`src/rtl/timer_apb_ctrl_if.sv`:
```
// rtl/timer_apb_ctrl_if.sv - APB register bus between interconnect and the timer controller
`timescale 1ns/1ps
interface timer_apb_ctrl_if #(
   parameter int ADDR_W = 12
);
   logic              psel;
   logic              penable;
   logic              pwrite;
   logic [ADDR_W-1:0] paddr;
   logic [31:0]       pwdata;
   logic [3:0]        pstrb;
   logic [31:0]       prdata;
   logic              pready;
   logic              pslverr;

   modport master (
      output psel, penable, pwrite, paddr, pwdata, pstrb,
      input  prdata, pready, pslverr
   );

   modport slave (
      input  psel, penable, pwrite, paddr, pwdata, pstrb,
      output prdata, pready, pslverr
   );
endinterface

```
`src/rtl/timer_apb_ctrl.sv`:
```
// rtl/timer_apb_ctrl.sv - APB slave holding timer control/divider/halt registers and counter load strobes
`timescale 1ns/1ps
module timer_apb_ctrl #(
   parameter int ADDR_W = 12
) (
   input  logic                clk,
   input  logic                rst_n,
   timer_apb_ctrl_if.slave     apb,
   input  logic                i_debug_mode,
   input  logic [63:0]         i_cnt_val,
   output logic                o_timer_en,
   output logic                o_div_en,
   output logic [3:0]          o_div_val,
   output logic                o_halt_req,
   output logic                o_halt_ack,
   output logic                o_cnt_clr,
   output logic                o_cnt_wr_lo,
   output logic                o_cnt_wr_hi,
   output logic [31:0]         o_cnt_wdata
);

   typedef enum logic [1:0] {
      ST_IDLE = 2'd0,
      ST_WAIT = 2'd1,
      ST_RESP = 2'd2
   } state_t;

   localparam logic [2:0] IDX_TCR   = 3'd0;
   localparam logic [2:0] IDX_TDR0  = 3'd1;
   localparam logic [2:0] IDX_TDR1  = 3'd2;
   localparam logic [2:0] IDX_THCSR = 3'd7;

   state_t      r_state;
   state_t      w_state_nxt;

   logic        r_timer_en;
   logic        r_div_en;
   logic [3:0]  r_div_val;
   logic        r_halt_en;
   logic        r_halt_ack;
   logic        r_cnt_clr;
   logic        r_cnt_wr_lo;
   logic        r_cnt_wr_hi;
   logic [31:0] r_cnt_wdata;

   logic        w_resp;
   logic [2:0]  w_idx;
   logic        w_wr_commit;
   logic        w_full_strb;
   logic        w_tcr_wr;
   logic        w_new_en;
   logic        w_new_den;
   logic [3:0]  w_new_dval;
   logic        w_tcr_bad;
   logic        w_halt_req;
   logic [31:0] w_rdata;
   logic        w_unused_addr;

   // Entering WAIT on the setup phase places RESP in the second access cycle.
   always_ff @(posedge clk or negedge rst_n) begin
      if (!rst_n) begin
         r_state <= ST_IDLE;
      end else begin
         r_state <= w_state_nxt;
      end
   end

   always_comb begin
      w_state_nxt = r_state;
      case (r_state)
         ST_IDLE: begin
            if (apb.psel) begin
               w_state_nxt = ST_WAIT;
            end
         end
         ST_WAIT: begin
            if (apb.psel && apb.penable) begin
               w_state_nxt = ST_RESP;
            end else begin
               w_state_nxt = ST_IDLE;
            end
         end
         ST_RESP: w_state_nxt = ST_IDLE;
         default: w_state_nxt = ST_IDLE;
      endcase
   end

   assign w_resp        = (r_state == ST_RESP);
   assign w_idx         = apb.paddr[4:2];
   assign w_wr_commit   = w_resp & apb.pwrite;
   assign w_full_strb   = (apb.pstrb == 4'hF);
   assign w_tcr_wr      = w_wr_commit & (w_idx == IDX_TCR);
   assign w_unused_addr = ^{apb.paddr[ADDR_W-1:5], apb.paddr[1:0]};

   // Byte-lane merge of a TCR write; the whole write is rejected if it is illegal.
   always_comb begin
      w_new_en   = apb.pstrb[0] ? apb.pwdata[0]    : r_timer_en;
      w_new_den  = apb.pstrb[0] ? apb.pwdata[1]    : r_div_en;
      w_new_dval = apb.pstrb[1] ? apb.pwdata[11:8] : r_div_val;
      w_tcr_bad  = (w_new_dval > 4'd8) |
                   (r_timer_en & ((w_new_den != r_div_en) | (w_new_dval != r_div_val)));
   end

   always_comb begin
      w_rdata = 32'h0;
      case (w_idx)
         IDX_TCR:   w_rdata = {20'h0, r_div_val, 6'h0, r_div_en, r_timer_en};
         IDX_TDR0:  w_rdata = i_cnt_val[31:0];
         IDX_TDR1:  w_rdata = i_cnt_val[63:32];
         IDX_THCSR: w_rdata = {30'h0, r_halt_ack, r_halt_en};
         default:   w_rdata = 32'h0;
      endcase
   end

   assign apb.pready  = w_resp;
   assign apb.pslverr = w_tcr_wr & w_tcr_bad;
   assign apb.prdata  = (w_resp & ~apb.pwrite) ? w_rdata : 32'h0;

   assign w_halt_req  = r_halt_en & i_debug_mode;

   always_ff @(posedge clk or negedge rst_n) begin
      if (!rst_n) begin
         r_timer_en  <= 1'b0;
         r_div_en    <= 1'b0;
         r_div_val   <= 4'd1;
         r_halt_en   <= 1'b0;
         r_halt_ack  <= 1'b0;
         r_cnt_clr   <= 1'b0;
         r_cnt_wr_lo <= 1'b0;
         r_cnt_wr_hi <= 1'b0;
         r_cnt_wdata <= 32'h0;
      end else begin
         r_cnt_clr   <= 1'b0;
         r_cnt_wr_lo <= 1'b0;
         r_cnt_wr_hi <= 1'b0;
         r_halt_ack  <= w_halt_req;
         if (w_tcr_wr && !w_tcr_bad) begin
            r_timer_en <= w_new_en;
            r_div_en   <= w_new_den;
            r_div_val  <= w_new_dval;
            r_cnt_clr  <= r_timer_en & ~w_new_en;
         end
         if (w_wr_commit && w_full_strb && (w_idx == IDX_TDR0)) begin
            r_cnt_wr_lo <= 1'b1;
         end
         if (w_wr_commit && w_full_strb && (w_idx == IDX_TDR1)) begin
            r_cnt_wr_hi <= 1'b1;
         end
         if (w_wr_commit && (w_idx == IDX_THCSR) && apb.pstrb[0]) begin
            r_halt_en <= apb.pwdata[0];
         end
         if (w_wr_commit) begin
            r_cnt_wdata <= apb.pwdata;
         end
      end
   end

   assign o_timer_en  = r_timer_en;
   assign o_div_en    = r_div_en;
   assign o_div_val   = r_div_val;
   assign o_halt_req  = w_halt_req;
   assign o_halt_ack  = r_halt_ack;
   assign o_cnt_clr   = r_cnt_clr;
   assign o_cnt_wr_lo = r_cnt_wr_lo;
   assign o_cnt_wr_hi = r_cnt_wr_hi;
   assign o_cnt_wdata = r_cnt_wdata;

endmodule

```
`src/flat_wrapper.sv`:
```
// flat-port wrapper written by rule: the top's interface ports become plain ports
module timer_apb_ctrl_flat 
#(
   parameter int ADDR_W = 12
)
  (clk, rst_n, i_debug_mode, i_cnt_val, o_timer_en, o_div_en, o_div_val, o_halt_req, o_halt_ack, o_cnt_clr, o_cnt_wr_lo, o_cnt_wr_hi, o_cnt_wdata, apb_psel, apb_penable, apb_pwrite, apb_paddr, apb_pwdata, apb_pstrb, apb_prdata, apb_pready, apb_pslverr);
  timer_apb_ctrl_if #(.ADDR_W(ADDR_W)) apb_i ();
  input  logic clk;
  input  logic rst_n;
  input  logic i_debug_mode;
  input  logic [63:0] i_cnt_val;
  output logic o_timer_en;
  output logic o_div_en;
  output logic [3:0] o_div_val;
  output logic o_halt_req;
  output logic o_halt_ack;
  output logic o_cnt_clr;
  output logic o_cnt_wr_lo;
  output logic o_cnt_wr_hi;
  output logic [31:0] o_cnt_wdata;
  input wire logic [$bits(apb_i.psel)-1:0] apb_psel;
  input wire logic [$bits(apb_i.penable)-1:0] apb_penable;
  input wire logic [$bits(apb_i.pwrite)-1:0] apb_pwrite;
  input wire logic [$bits(apb_i.paddr)-1:0] apb_paddr;
  input wire logic [$bits(apb_i.pwdata)-1:0] apb_pwdata;
  input wire logic [$bits(apb_i.pstrb)-1:0] apb_pstrb;
  output wire logic [$bits(apb_i.prdata)-1:0] apb_prdata;
  output wire logic [$bits(apb_i.pready)-1:0] apb_pready;
  output wire logic [$bits(apb_i.pslverr)-1:0] apb_pslverr;
  assign apb_i.psel = apb_psel;
  assign apb_i.penable = apb_penable;
  assign apb_i.pwrite = apb_pwrite;
  assign apb_i.paddr = apb_paddr;
  assign apb_i.pwdata = apb_pwdata;
  assign apb_i.pstrb = apb_pstrb;
  assign apb_prdata = apb_i.prdata;
  assign apb_pready = apb_i.pready;
  assign apb_pslverr = apb_i.pslverr;
  timer_apb_ctrl #(.ADDR_W(ADDR_W)) u_core (.clk(clk), .rst_n(rst_n), .apb(apb_i), .i_debug_mode(i_debug_mode), .i_cnt_val(i_cnt_val), .o_timer_en(o_timer_en), .o_div_en(o_div_en), .o_div_val(o_div_val), .o_halt_req(o_halt_req), .o_halt_ack(o_halt_ack), .o_cnt_clr(o_cnt_clr), .o_cnt_wr_lo(o_cnt_wr_lo), .o_cnt_wr_hi(o_cnt_wr_hi), .o_cnt_wdata(o_cnt_wdata));
endmodule
```
`config.mk`:
```
export PLATFORM = sky130hd
export DESIGN_NAME = timer_apb_ctrl_flat
export DESIGN_NICKNAME = d
export VERILOG_FILES = /design/src/rtl/timer_apb_ctrl_if.sv /design/src/rtl/timer_apb_ctrl.sv /design/src/flat_wrapper.sv
export SDC_FILE = /design/constraint.sdc
export NUM_CORES = 1
export LEC_CHECK = 0
export ABC_AREA = 0
export BUFFER_PORTS_ARGS = -buffer_cell sky130_fd_sc_hd__buf_2
export CAP_MARGIN = 20
export CORE_MARGIN = 2
export CORE_UTILIZATION = 39
export CTS_CLUSTER_DIAMETER = 40
export DETAILED_ROUTE_END_ITERATION = 7
export PLACE_DENSITY = 0.81
export SYNTH_ARGS = -nofsm -noshare
export SYNTH_HDL_FRONTEND = slang
export SYNTH_SLANG_ARGS = --single-unit
export TNS_END_PERCENT = 100
```
`constraint.sdc`:
```
create_clock -name clk -period 1.7 [get_ports clk]
set_input_delay 0.17 -clock clk [delete_from_list [all_inputs] [get_ports clk]]
set_output_delay 0.17 -clock clk [all_outputs]
set_load 0.1 [all_outputs]
```
Word-level counts from Yosys, hierarchy flattened
Index checks and enable logic that the tools add are counted.

word-level totals
  output and inout port bits = 77
  input bits = 118
  word-level logic and storage cells = 52
  bits in registers = 45

operators by class
  muxes and demuxes = 11
  bitwise gates (word level) = 11
  equal/unequal tests = 9
  reduce and logical (&&, ||, !) cells = 10
  $lt $le $gt $ge = 1

operator list
  operator                                                          count
  32-bit case mux with 4 select lines                               1
  32-bit two-way mux                                                1
  1-bit AND                                                         7
  1-bit logical AND                                                 7
  1-bit two-way mux                                                 5
  4-bit == test (second input constant)                             1
  4-bit greater-than comparator (second input constant)             1
  2-bit two-way mux                                                 2
  4-bit two-way mux                                                 1
  4-bit inequality test                                             1
  2-bit case mux with 2 select lines                                1
  3-bit by 1-bit == test with 1-bit output (second input constant)  1
  3-bit by 2-bit == test with 1-bit output (second input constant)  1
  3-bit == test (second input constant)                             1
  3-bit logical NOT                                                 1
  2-bit by 1-bit == test with 1-bit output (second input constant)  1
  2-bit == test (second input constant)                             1
  2-bit logical NOT                                                 1
  2-bit inequality test (second input constant)                     1
  1-bit inverter                                                    2
  1-bit bitwise OR                                                  2
  1-bit logical NOT                                                 1
  1-bit inequality test                                             1

Depth between registers and ports, before layout
Gate-level depths: netlist of the first run.

  word-level depth = 8
  depth in mapped cells = 7
  depth with buffers taken out = 4

Least setup slack after synthesis of the first run
No wires, ideal clock.

  kind = reg2out
  from = reg u_core.r_state[1]
  to = out apb_prdata[10]
  slack = -2945 ps
  buffers on the path = 1
  required time = 1530 ps
  data arrival time = 4475 ps
  cell stages (with the launch flop) = 5
  path through = dfrtp_1 > nor2b_1 > o211ai_2 > buf_2 > nor3_1

on the way
  longest elaborated chain between the ends = 3

RTL lines
  item                    line                   RTL
  from (decl)             timer_apb_ctrl.sv:33   state_t r_state;
  from (signal assigned)  timer_apb_ctrl.sv:64   r_state <= w_state_nxt;
  2-bit == test           timer_apb_ctrl.sv:88   assign w_resp = (r_state == ST_RESP);
  net apb_pready          flat_wrapper.sv:28     output wire logic [$bits(apb_i.pready)-1:0] apb_pready;
  1-bit AND               timer_apb_ctrl.sv:117  assign apb.prdata = (w_resp & ~apb.pwrite) ? w_rdata : 32'h0;
  32-bit two-way mux      timer_apb_ctrl.sv:117
  to (decl)               flat_wrapper.sv:27     output wire logic [$bits(apb_i.prdata)-1:0] apb_prdata;

The timed path passes the listed nets, and every way through them passes these cells.

Worst setup path in the final report of the first run
  from = reg u_core.r_div_val[1], in the netlist u_core.o_div_val[1]
  to = out apb_pslverr

on the way
  longest elaborated chain between the ends = 6
  elaborated cells on any way between the ends = 7
  classes of those cells = 1 x order compare; 1 x eq/ne; 1 x mux; 4 x bitwise

RTL lines
  item                    line                   RTL
  from (decl)             timer_apb_ctrl.sv:38   logic [3:0] r_div_val;
  from (signal assigned)  timer_apb_ctrl.sv:140  r_div_val <= w_new_dval;
  4-bit two-way mux       timer_apb_ctrl.sv:99   w_new_dval = apb.pstrb[1] ? apb.pwdata[11:8] : r_div_val;
  4-bit inequality test   timer_apb_ctrl.sv:101  (r_timer_en & ((w_new_den != r_div_en) | (w_new_dval != r_div_val)));
  1-bit bitwise OR        timer_apb_ctrl.sv:101
  1-bit AND               timer_apb_ctrl.sv:101
  1-bit bitwise OR *      timer_apb_ctrl.sv:100  w_tcr_bad = (w_new_dval > 4'd8) |
  1-bit AND *             timer_apb_ctrl.sv:116  assign apb.pslverr = w_tcr_wr & w_tcr_bad;
  to (decl)               flat_wrapper.sv:29     output wire logic [$bits(apb_i.pslverr)-1:0] apb_pslverr;

Every way passes the cells marked *; elsewhere a longest branch is shown, timed or not.

==> impl_metrics.py, run 1 <==
metrics = {
    "run_status": {
        "status": "complete, but fails checks",
        "violations": "setup timing",
    },
    "layout": {
        "n_antenna_cell": 0,
        "fin_nets": 546,
        "fill_cells": 402,
        "area_growth_pct": 91.9,
        "post-route-util_pct": 77.8,
        "drive_above_1_share_pct": 72.7,
    },
    "detailed_routing": {
        "routed_wl_mm": 8.87,
        "drtAntennaViolNets": 0,
        "firstDrtPassIters": 4,
        "drt_iter0_markers": 59,
        "wl_per_cell_microns": 17.6,
        "via_per_inst": 5.19,
        "drcViolationCount": 0,
        "routed-via-count": 2617,
    },
    "logic_synthesis": {
        "synth_top_area_share_pct": 45.6,
        "netlist_area_sq_um": 2420,
        "synth_commonest_cells": "44 x dfrtp_1, 39 x mux2_2, 36 x nor2_1",
        "ys_ff_latch": 45,
        "ys_types": 32,
        "syn_inst": 222,
        "async_flop_share_pct": 100,
        "synth_nets": 340,
        "yosysSeqAreaShare_pct": 46.7,
        "yosys.area.top_type": "dfrtp_1",
        "yosysWarnings": 0,
        "dominantRegCellSynth": "dfrtp_1",
        "ys_top_cells_by_area": "dfrtp_1 46%, mux2_2 18%, a22oi_1 8.1%",
        "synthMostInstantiatedCell": "dfrtp_1",
        "syn_area_per_cell_sq_um": 10.9,
        "synth_edf_count": 0,
    },
    "worst_setup_path": {
        "crit_start": "u_core.o_div_val[1]$_DFFE_PN0P_",
        "required_ns": 1.53,
        "start_kind": "register",
        "cp_slowest_cell": "dfrtp_4",
        "r2r-start": "u_core.o_div_val[1]$_DFFE_PN0P_",
        "arrival_ns": 1.82,
        "cp-end-kind": "output pin",
        "crit_fanout": 2,
        "reg2reg_slack_ns": 0.03,
        "cpPeakStageDelay_ns": 0.49,
        "critPathKind": "register to output pin",
        "path_cells": "xor2_1, o41a_1, o21ai_2, a21boi_4, buf_12",
    },
    "floorplanning": {
        "ios": 195,
        "fp.dieH_microns": 82.7,
        "design.core.area_sq_um": 5960,
        "initial_core_util_pct": 40.6,
        "die-width_microns": 82.7,
        "die_area_sq_um": 6840,
        "rows": 28,
    },
    "power_and_ir_drop": {
        "peakVddDrop_mv": 1.43,
        "p_leak_uw": 0.00220,
        "power_per_cell_area_nw_per_um2": 1030,
    },
    "timing": {
        "fin_ws_ns": -0.287,
        "hold_ws_ns": 0.0894,
        "post-route-period-util_pct": 117,
        "rsz0062_at_grt": "true",
        "hold_viol": 0,
        "maxSlewHeadroom_pct": 66.1,
        "period_needed_ns": 1.99,
        "setup_viol": 30,
        "tightest_slew_ns": 0.512,
        "fmax_mhz": 503,
        "finalClockSkew_ns": 0.00526,
        "slew_viol_final": 0,
    },
    "global_routing": {
        "grt_usage_pct": 25.7,
        "use_met2_pct": 47.7,
        "grt_busiest_layer": "met2",
        "antenna_found_initial": 0,
        "grt_util_met1_pct": 24.6,
        "grt_pass1_wl_mm": 13.0,
        "grt_use_met3_pct": 9.57,
        "grt_pass1_vias": 2695,
        "grt_overflow": 0,
        "grt_max_degree": 27,
    },
    "clock_tree": {
        "clk_pin_slew_worst_paths_ns": 0.09,
        "ctsHtreeMaxLevel": 2,
        "cts.path.max_buffers": 2,
        "cts_tree": "yes",
        "cts_root_buf": "clkbuf_8",
        "cts_sinks": 45,
        "clk_latency_ns": 0.30,
        "cts_buffers": 5,
    },
    "placed_design": {
        "numPortBuffers": 185,
        "place_congestion": 0.765,
        "dp_hpwl_mm": 7.03,
    },
    "worst_hold_path": {
        "holdCritPathClass": "input pin to register",
        "min_from": "apb_pwdata[25]",
    },
    "flow_run": {
        "cap_violations": 0,
    },
}
[cell type report]
| class | count | area, sq um | area share, % |
|---|---|---|---|
| clock buffer | 6 | 82.6 | 1.78 |
| clock inverter | 2 | 41.3 | 0.891 |
| inverter | 2 | 7.51 | 0.162 |
| multi-input combinational | 160 | 1530 | 32.9 |
| sequential | 45 | 1140 | 24.6 |
| tap | 75 | 93.8 | 2.02 |
| timing repair buffer | 214 | 1740 | 37.6 |
[final timing paths]
check / endpoint / cells past startpoint
worst max register to register: u_core.o_div_en$_DFFE_PN0P_ / 5
min in group asynchronous: u_core.o_cnt_wdata[19]$_DFFE_PN0N_ / 2
worst min register to register: u_core.o_cnt_wdata[0]$_DFFE_PN0N_ / 1
worst max-delay path: apb_pslverr / 5
worst min-delay path: u_core.o_cnt_wdata[25]$_DFFE_PN0N_ / 2
max in group asynchronous: u_core.o_timer_en$_DFFE_PN0P_ / 3
[power by group]
group          switching, uW  leakage (uW)  internal, uW
clock network            384     0.0000633           488
logic                   2030       0.00157           481
registers                113      0.000560          1290
[cells by family after synthesis]
logic type	count (synthesis)	share of synthesized area, %
muxes	44	20.2
and+or+nand+nor	68	14.7
xor gates and xnor gates	5	1.81
DFF	45	46.7
AOI/OAI and AO/OA	43	13.0
buffers and inverters	17	3.62
[flip-flops by register name, indices dropped and copies added (netlist names)]
signal / count
u_core.o_cnt_clr: 1
u_core.o_div_val: 4
u_core.r_halt_en: 1
u_core.o_cnt_wr_lo: 1
u_core.o_cnt_wr_hi: 1
u_core.o_halt_ack: 1
u_core.o_cnt_wdata: 32
u_core.o_timer_en: 1
u_core.o_div_en: 1
u_core.r_state: 2
[metal layers]
| metal | part of all wire [%] | up-vias | wire length [microns] |
|---|---|---|---|
| met5 | 0 | - | 0 |
| met4 | 4.3 | 0 | 381 |
| met3 | 10 | 34 | 929 |
| met2 | 53 | 142 | 4730 |
| met1 | 32 | 1231 | 2830 |
| li1 | - | 1210 | - |
[what timing repair did]
item                       CTS  global route
setup endpoints to repair   34            35
hold endpoints to repair    20             0
pin swaps                    7            10
gates resized for setup     11            10
cloned                       1             0
hold buffers                 1             0
setup buffers                9             4
[placed cells by master (no fill, tap or decap), drive strengths merged]
cell,instances
dlygate4sd3,1
o41a,1
buf,213
o31ai,2
a21boi,1
and4b,2
nor4,1
inv,3
mux2,39
and3,3
dfstp,1
mux2i,5
nand4,4
a22oi,26
or2,2
a21o,2
nand3b,1
nor2,36
o21ai,2
clkbuf,6
and2,4
bufinv,1
nor3,4
xor2,5
dfrtp,44
nor2b,2
nand2,8
o211ai,2
a21oi,7
nor3b,1
[worst max-delay path, delay by kind of cell, from the launching register on]
kind,cells,cell delay [ns]
DFF,1,0.49
buffers and inverters,1,0.17
AOI/OAI and AO/OA,3,0.72
xor gates and xnor gates,1,0.15
[metrics by stage]
step | instances | power (uW) | area [sq um] | TNS (ns) | worst slack [ns]
finish | 504 | 4790 | 4640 | -1.71 | -0.287
global route | 504 | 4950 | 4640 | -3.70 | -0.344
CTS | 504 | 4800 | 4630 | -2.75 | -0.354
detailed placement | 485 | 3920 | 4360 | -0.109 | -0.0965
global placement | 485 | 3860 | 4360 | 0 | 0.0249
floorplan | 222 | 3400 | 2750 | -16.46 | -0.654
No activity file was read; power rests on OpenSTA's default activity.
==> run 2: changes to the inputs <==
--- a/config.mk
+++ b/config.mk
@@ -9,10 +9,12 @@
 export BUFFER_PORTS_ARGS = -buffer_cell sky130_fd_sc_hd__buf_2
 export CAP_MARGIN = 20
 export CORE_MARGIN = 2
-export CORE_UTILIZATION = 39
+export CORE_UTILIZATION = 35
 export CTS_CLUSTER_DIAMETER = 40
+export CTS_CLUSTER_SIZE = 8
 export DETAILED_ROUTE_END_ITERATION = 7
-export PLACE_DENSITY = 0.81
+export GPL_TIMING_DRIVEN = 0
+export PLACE_DENSITY = 0.77
 export SYNTH_ARGS = -nofsm -noshare
 export SYNTH_HDL_FRONTEND = slang
 export SYNTH_SLANG_ARGS = --single-unit
==> constraint.sdc (replaced) <==
create_clock -name clk -period 1.6 [get_ports clk]
set_input_delay 0.16 -clock clk [delete_from_list [all_inputs] [get_ports clk]]
set_output_delay 0.16 -clock clk [all_outputs]
set_load 0.1 [all_outputs]
==> impl_metrics.py, run 2 (same netlist as run 1, synthesis figures left out) <==
metrics = {
    "run_status": {
        "status": "complete, but fails checks",
        "violations": "setup timing",
    },
    "worst_setup_path": {
        "required_ns": 1.44,
        "r2r_cells": 5,
        "worst-path-buf-inv": 1,
        "r2r-start": "u_core.o_div_val[0]$_DFFE_PN1P_",
        "start_kind": "register",
        "crit_fanout": 5,
        "cp-end-kind": "output pin",
        "reg2reg_slack_ns": -0.04,
        "cp_slowest_cell": "dfrtp_4",
        "critPathKind": "register to output pin",
        "path_cells": "xor2_2, o41a_1, o21ai_2, a21boi_4, buf_12",
        "r2r_end": "u_core.o_div_en$_DFFE_PN0P_",
        "cp_top_family": "compound AO/OA/AOI/OAI gates",
        "arrival_ns": 1.85,
        "cpPeakStageDelay_ns": 0.52,
    },
    "global_routing": {
        "antenna_found_initial": 1,
        "grt_usage_pct": 21.8,
        "grt_max_degree": 46,
        "grt_pass1_vias": 2692,
        "grt_overflow": 0,
        "grt_pass1_wl_mm": 12.9,
    },
    "clock_tree": {
        "cts_root_buf": "clkbuf_8",
        "cts.path.max_buffers": 2,
        "clk_latency_ns": 0.30,
        "cts_tree": "yes",
        "cts_sinks": 45,
        "ctsHtreeMaxLevel": 2,
        "clk_pin_slew_worst_paths_ns": 0.09,
        "cts_buffers": 5,
    },
    "layout": {
        "area_growth_pct": 96.8,
        "instances_no_fill": 519,
        "layout_commonest_cell": "buf_2",
        "largest_register_ff_count": 32,
        "fin_nets": 555,
        "mostFrequentLayoutCells": "153 x buf_2, 39 x dfrtp_1, 37 x buf_12, 36 x mux2_2, 26 x nor2_4",
        "drive_above_1_share_pct": 74.4,
    },
    "detailed_routing": {
        "drtAntennaViolNets": 0,
        "firstDrtPassIters": 4,
        "routed_wl_mm": 8.79,
        "routed-via-count": 2643,
        "drcViolationCount": 0,
        "drt_iter0_markers": 89,
        "wl_per_cell_microns": 16.9,
        "via_per_inst": 5.09,
    },
    "floorplanning": {
        "ios": 195,
        "initial_core_util_pct": 36.0,
        "design.core.area_sq_um": 6720,
        "fp.dieH_microns": 87.1,
        "die_area_sq_um": 7580,
        "rows": 30,
        "die-width_microns": 87.1,
    },
    "worst_hold_path": {
        "holdCritPathClass": "input pin to register",
        "min_from": "apb_pwdata[25]",
        "whs_path_depth": 2,
        "hold_end": "u_core.o_cnt_wdata[25]$_DFFE_PN0N_",
    },
    "flow_run": {
        "cap_violations": 0,
    },
    "timing": {
        "finalClockSkew_ns": 0.00467,
        "setup_viol": 35,
        "post-route-period-util_pct": 125,
        "tightest_slew_ns": 0.536,
        "fmax_mhz": 498,
        "hold_viol": 0,
        "maxSlewHeadroom_pct": 64.3,
        "fin_ws_ns": -0.406,
        "slew_viol_final": 0,
        "period_needed_ns": 2.01,
        "rsz0062_at_grt": "true",
    },
    "power_and_ir_drop": {
        "p_total_uw": 5050,
        "power_per_cell_area_nw_per_um2": 1060,
        "p_leak_uw": 0.00225,
        "peakVddDrop_mv": 1.33,
    },
    "placed_design": {
        "dp_cells": 487,
        "dp_hpwl_mm": 6.15,
        "numPortBuffers": 185,
        "place_congestion": 0.735,
    },
}
-- run 2: changes by cell type in the layout (fill, tap and decap cells not counted), sizes merged --
cell and change:
clkbuf +4, diode +1, clkinvlp +1, buf +4
-- run 2: worst reg2reg max path, cell delays in order (launching register included) --
cell	delay, ns
dfstp_4	0.64
buf_6	0.10
o31ai_1	0.06
mux2_4	0.31
nand4_1	0.12
mux2_4	0.30
-- run 2: worst max-delay path by stage --
stage	cells past startpoint	end	startpoint
finish	5	apb_pslverr	u_core.o_div_val[1]$_DFFE_PN0P_
global route	5	apb_pslverr	u_core.o_div_val[1]$_DFFE_PN0P_
CTS	5	apb_pslverr	u_core.o_div_val[0]$_DFFE_PN1P_
detailed placement	7	apb_prdata[23]	apb_paddr[4]
global placement	7	apb_prdata[23]	apb_paddr[4]
floorplan	4	apb_prdata[10]	u_core.r_state[1]$_DFFE_PN0P_
-- run 2: stage by stage --
step	setup slack (ns)	util (%)	hold slack [ns]	setup TNS, ns	area, sq um
3_5_place_dp	-0.547	56.2	0.381	-14.32	3780
4_1_cts	-0.464	67.6	0.0437	-4.89	4540
2_1_floorplan	-0.744	-	-0.136	-19.65	2750
3_3_place_gp	-0.520	56.2	0.374	-13.63	3780
6_report	-0.406	70.8	0.0847	-5.14	4750
5_1_grt	-0.466	70.8	0.0695	-8.06	4750
-- run 2: repair_timing --
item                                    in CTS  in global routing
hold endpoints to repair                     0                 21
hold buffers                                 0                  1
gates cloned                                 0                  1
pin swaps                                    6                  8
buffers inserted                            12                 10
endpoints found under the setup margin      38                 41
gates resized for setup                    149                 24
-- run 2: area by class of cell --
| cell class | instances | area, sq um |
|---|---|---|
| Tap cell | 80 | 100 |
| Sequential cell | 45 | 1140 |
| Fill cell | 481 | 1960 |
| Clock buffer | 5 | 68.8 |
| Inverter | 2 | 7.51 |
| Clock inverter | 3 | 48.8 |
| Timing Repair Buffer | 209 | 1700 |
| Antenna cell | 1 | 2.50 |
| Multi-Input combinational cell | 160 | 1560 |
| Buffer | 14 | 128 |
-- run 2: power breakdown --
group	leakage (uW)	total (uW)	switching, uW	internal [uW]
registers	0.000561	1490	118	1370
logic	0.00163	2660	2150	514
clock network	0.0000563	895	419	476
-- run 2: per-layer routing --
| metal | routed length [microns] | global-route usage (%) | up-vias | share of wire (%) |
|---|---|---|---|---|
| li1 | - | - | 1225 | - |
| met1 | 3090 | 23.0 | 1264 | 35 |
| met2 | 4710 | 41.6 | 141 | 54 |
| met3 | 852 | 7.11 | 13 | 9.7 |
| met4 | 144 | 5.26 | 0 | 1.6 |
| met5 | 0 | 0 | - | 0 |
==> run 3: changes to the inputs <==
==> constraint.sdc (replaced) <==
create_clock -name clk -period 1.74 [get_ports clk]
set_input_delay 0.174 -clock clk [delete_from_list [all_inputs] [get_ports clk]]
set_output_delay 0.174 -clock clk [all_outputs]
set_load 0.1 [all_outputs]
==> impl_metrics.py, run 3 (same netlist as run 1, synthesis figures left out) <==
metrics = {
    "run_status": {
        "status": "complete, but fails checks",
        "violations": "setup timing",
    },
    "detailed_routing": {
        "routed_wl_mm": 8.68,
        "via_per_inst": 5.09,
        "routed-via-count": 2622,
        "drt_iter0_markers": 81,
        "firstDrtPassIters": 4,
        "drcViolationCount": 0,
        "drtAntennaViolNets": 0,
        "wl_per_cell_microns": 16.9,
    },
    "clock_tree": {
        "cts_sinks": 45,
        "clk_latency_ns": 0.30,
        "cts.path.max_buffers": 2,
        "cts_buffers": 5,
        "cts_tree": "yes",
        "cts_root_buf": "clkbuf_8",
        "clk_pin_slew_worst_paths_ns": 0.09,
        "ctsHtreeMaxLevel": 2,
    },
    "power_and_ir_drop": {
        "power_per_cell_area_nw_per_um2": 955,
        "peakVddDrop_mv": 1.47,
        "p_leak_uw": 0.00224,
    },
    "layout": {
        "area_growth_pct": 96.0,
        "instances_no_fill": 515,
        "n_antenna_cell": 0,
        "drive_above_1_share_pct": 75.9,
        "largest_register_ff_count": 32,
        "layout_commonest_cell": "buf_2",
        "fin_nets": 552,
        "mostFrequentLayoutCells": "156 x buf_2, 39 x buf_12, 38 x mux2_2, 38 x dfrtp_1, 26 x nor2_4",
    },
    "floorplanning": {
        "fp.dieH_microns": 87.1,
        "design.core.area_sq_um": 6720,
        "die_area_sq_um": 7580,
        "rows": 30,
        "die-width_microns": 87.1,
        "ios": 195,
        "initial_core_util_pct": 36.0,
    },
    "worst_setup_path": {
        "cp_slowest_cell": "dfstp_4",
        "crit_fanout": 4,
        "critPathKind": "register to output pin",
        "cpPeakStageDelay_ns": 0.64,
        "required_ns": 1.57,
        "arrival_ns": 1.82,
        "cp-end-kind": "output pin",
        "start_kind": "register",
        "path_cells": "xor2_1, o41a_1, o21ai_2, a21boi_4, buf_12",
    },
    "placed_design": {
        "place_congestion": 0.715,
        "dp_hpwl_mm": 6.14,
        "numPortBuffers": 185,
        "dp_cells": 487,
    },
    "global_routing": {
        "grt_max_degree": 46,
        "grt_pass1_wl_mm": 12.8,
        "grt_overflow": 0,
        "grt_usage_pct": 21.8,
        "grt_pass1_vias": 2658,
        "antenna_found_initial": 0,
    },
    "timing": {
        "tightest_slew_ns": 0.976,
        "slew_viol_final": 0,
        "rsz0062_at_grt": "true",
        "maxSlewHeadroom_pct": 35.0,
        "post-route-period-util_pct": 115,
        "fin_ws_ns": -0.255,
        "finalSetupTns_ns": -3.27,
        "period_needed_ns": 2.00,
        "setup_viol": 33,
        "hold_viol": 0,
        "fmax_mhz": 501,
        "finalClockSkew_ns": 0.00664,
    },
    "worst_hold_path": {
        "holdCritPathClass": "input pin to async pin",
    },
    "flow_run": {
        "cap_violations": 0,
    },
}
==> run 3: worst max-delay path: cells and delay by family (launching register included) <==
family | cells | cell delay (ns)
xor+xnor | 1 | 0.06
compound gates | 3 | 0.65
flops | 1 | 0.64
buf+inv | 1 | 0.17
==> run 3: power by group <==
part | switching (uW) | leakage, uW | internal, uW
sequential | 107 | 0.000560 | 1260
clock | 367 | 0.0000478 | 327
combinational | 1980 | 0.00163 | 472
total | 2460 | 0.00224 | 2060
==> run 3: cell type report <==
class | count | area, sq um
Buffer | 13 | 111
Multi-Input combinational cell | 160 | 1570
Tap cell | 80 | 100
Clock buffer | 6 | 82.6
Timing Repair Buffer | 207 | 1710
Clock inverter | 2 | 16.3
Sequential cell | 45 | 1140
Fill cell | 467 | 1980
Inverter | 2 | 7.51
==> run 3: worst paths after layout <==
check,start,end,slack [ns],depth (start not counted)
min in group clk,apb_pwdata[28],u_core.o_cnt_wdata[28]$_DFFE_PN0N_,0.10,2
worst min register to register,u_core.r_state[0]$_DFFE_PN0P_,u_core.r_state[0]$_DFFE_PN0P_,0.50,1
max in group asynchronous,rst_n,u_core.o_div_val[1]$_DFFE_PN0P_,1.04,1
worst max-delay path,u_core.o_div_val[0]$_DFFE_PN1P_,apb_pslverr,-0.26,5
worst min-delay path,rst_n,u_core.o_cnt_wdata[18]$_DFFE_PN0N_,0.03,1
worst max register to register,u_core.r_state[0]$_DFFE_PN0P_,u_core.o_div_val[1]$_DFFE_PN0P_,0.04,5
==> run 3: what timing repair did <==
item / 4_1_cts / 5_1_grt
buffers inserted: 6 / 14
resized for setup: 156 / 22
hold buffers: 0 / 0
pin swaps: 3 / 8
endpoints found under the setup margin: 33 / 37
endpoints found under the hold margin: 0 / 0
cloned: 0 / 2
==> run 3: per-stage QoR <==
| step | hold WS, ns | instance area (sq um) | setup slack, ns | utilization, % | total power, uW |
|---|---|---|---|---|---|
| finish | 0.0290 | 4740 | -0.255 | 70.5 | 4520 |
| global route | 0.0841 | 4740 | -0.319 | 70.5 | 4680 |
| CTS | 0.0539 | 4520 | -0.295 | 67.3 | 4520 |
| detailed placement | 0.382 | 3760 | -0.429 | 56.0 | 3790 |
| global placement | 0.377 | 3760 | -0.409 | 56.0 | 3760 |
| floorplan | -0.122 | 2740 | -0.618 | - | 3320 |
==> run 3: per-layer routing <==
metal	vias up	routed length, microns	global-route usage [%]	part of all wire [%]
met2	135	4620	41.3	53
met3	13	861	7.96	9.9
li1	1225	-	-	-
met4	0	162	5.82	1.9
met5	-	0	0	0
met1	1249	3040	22.2	35
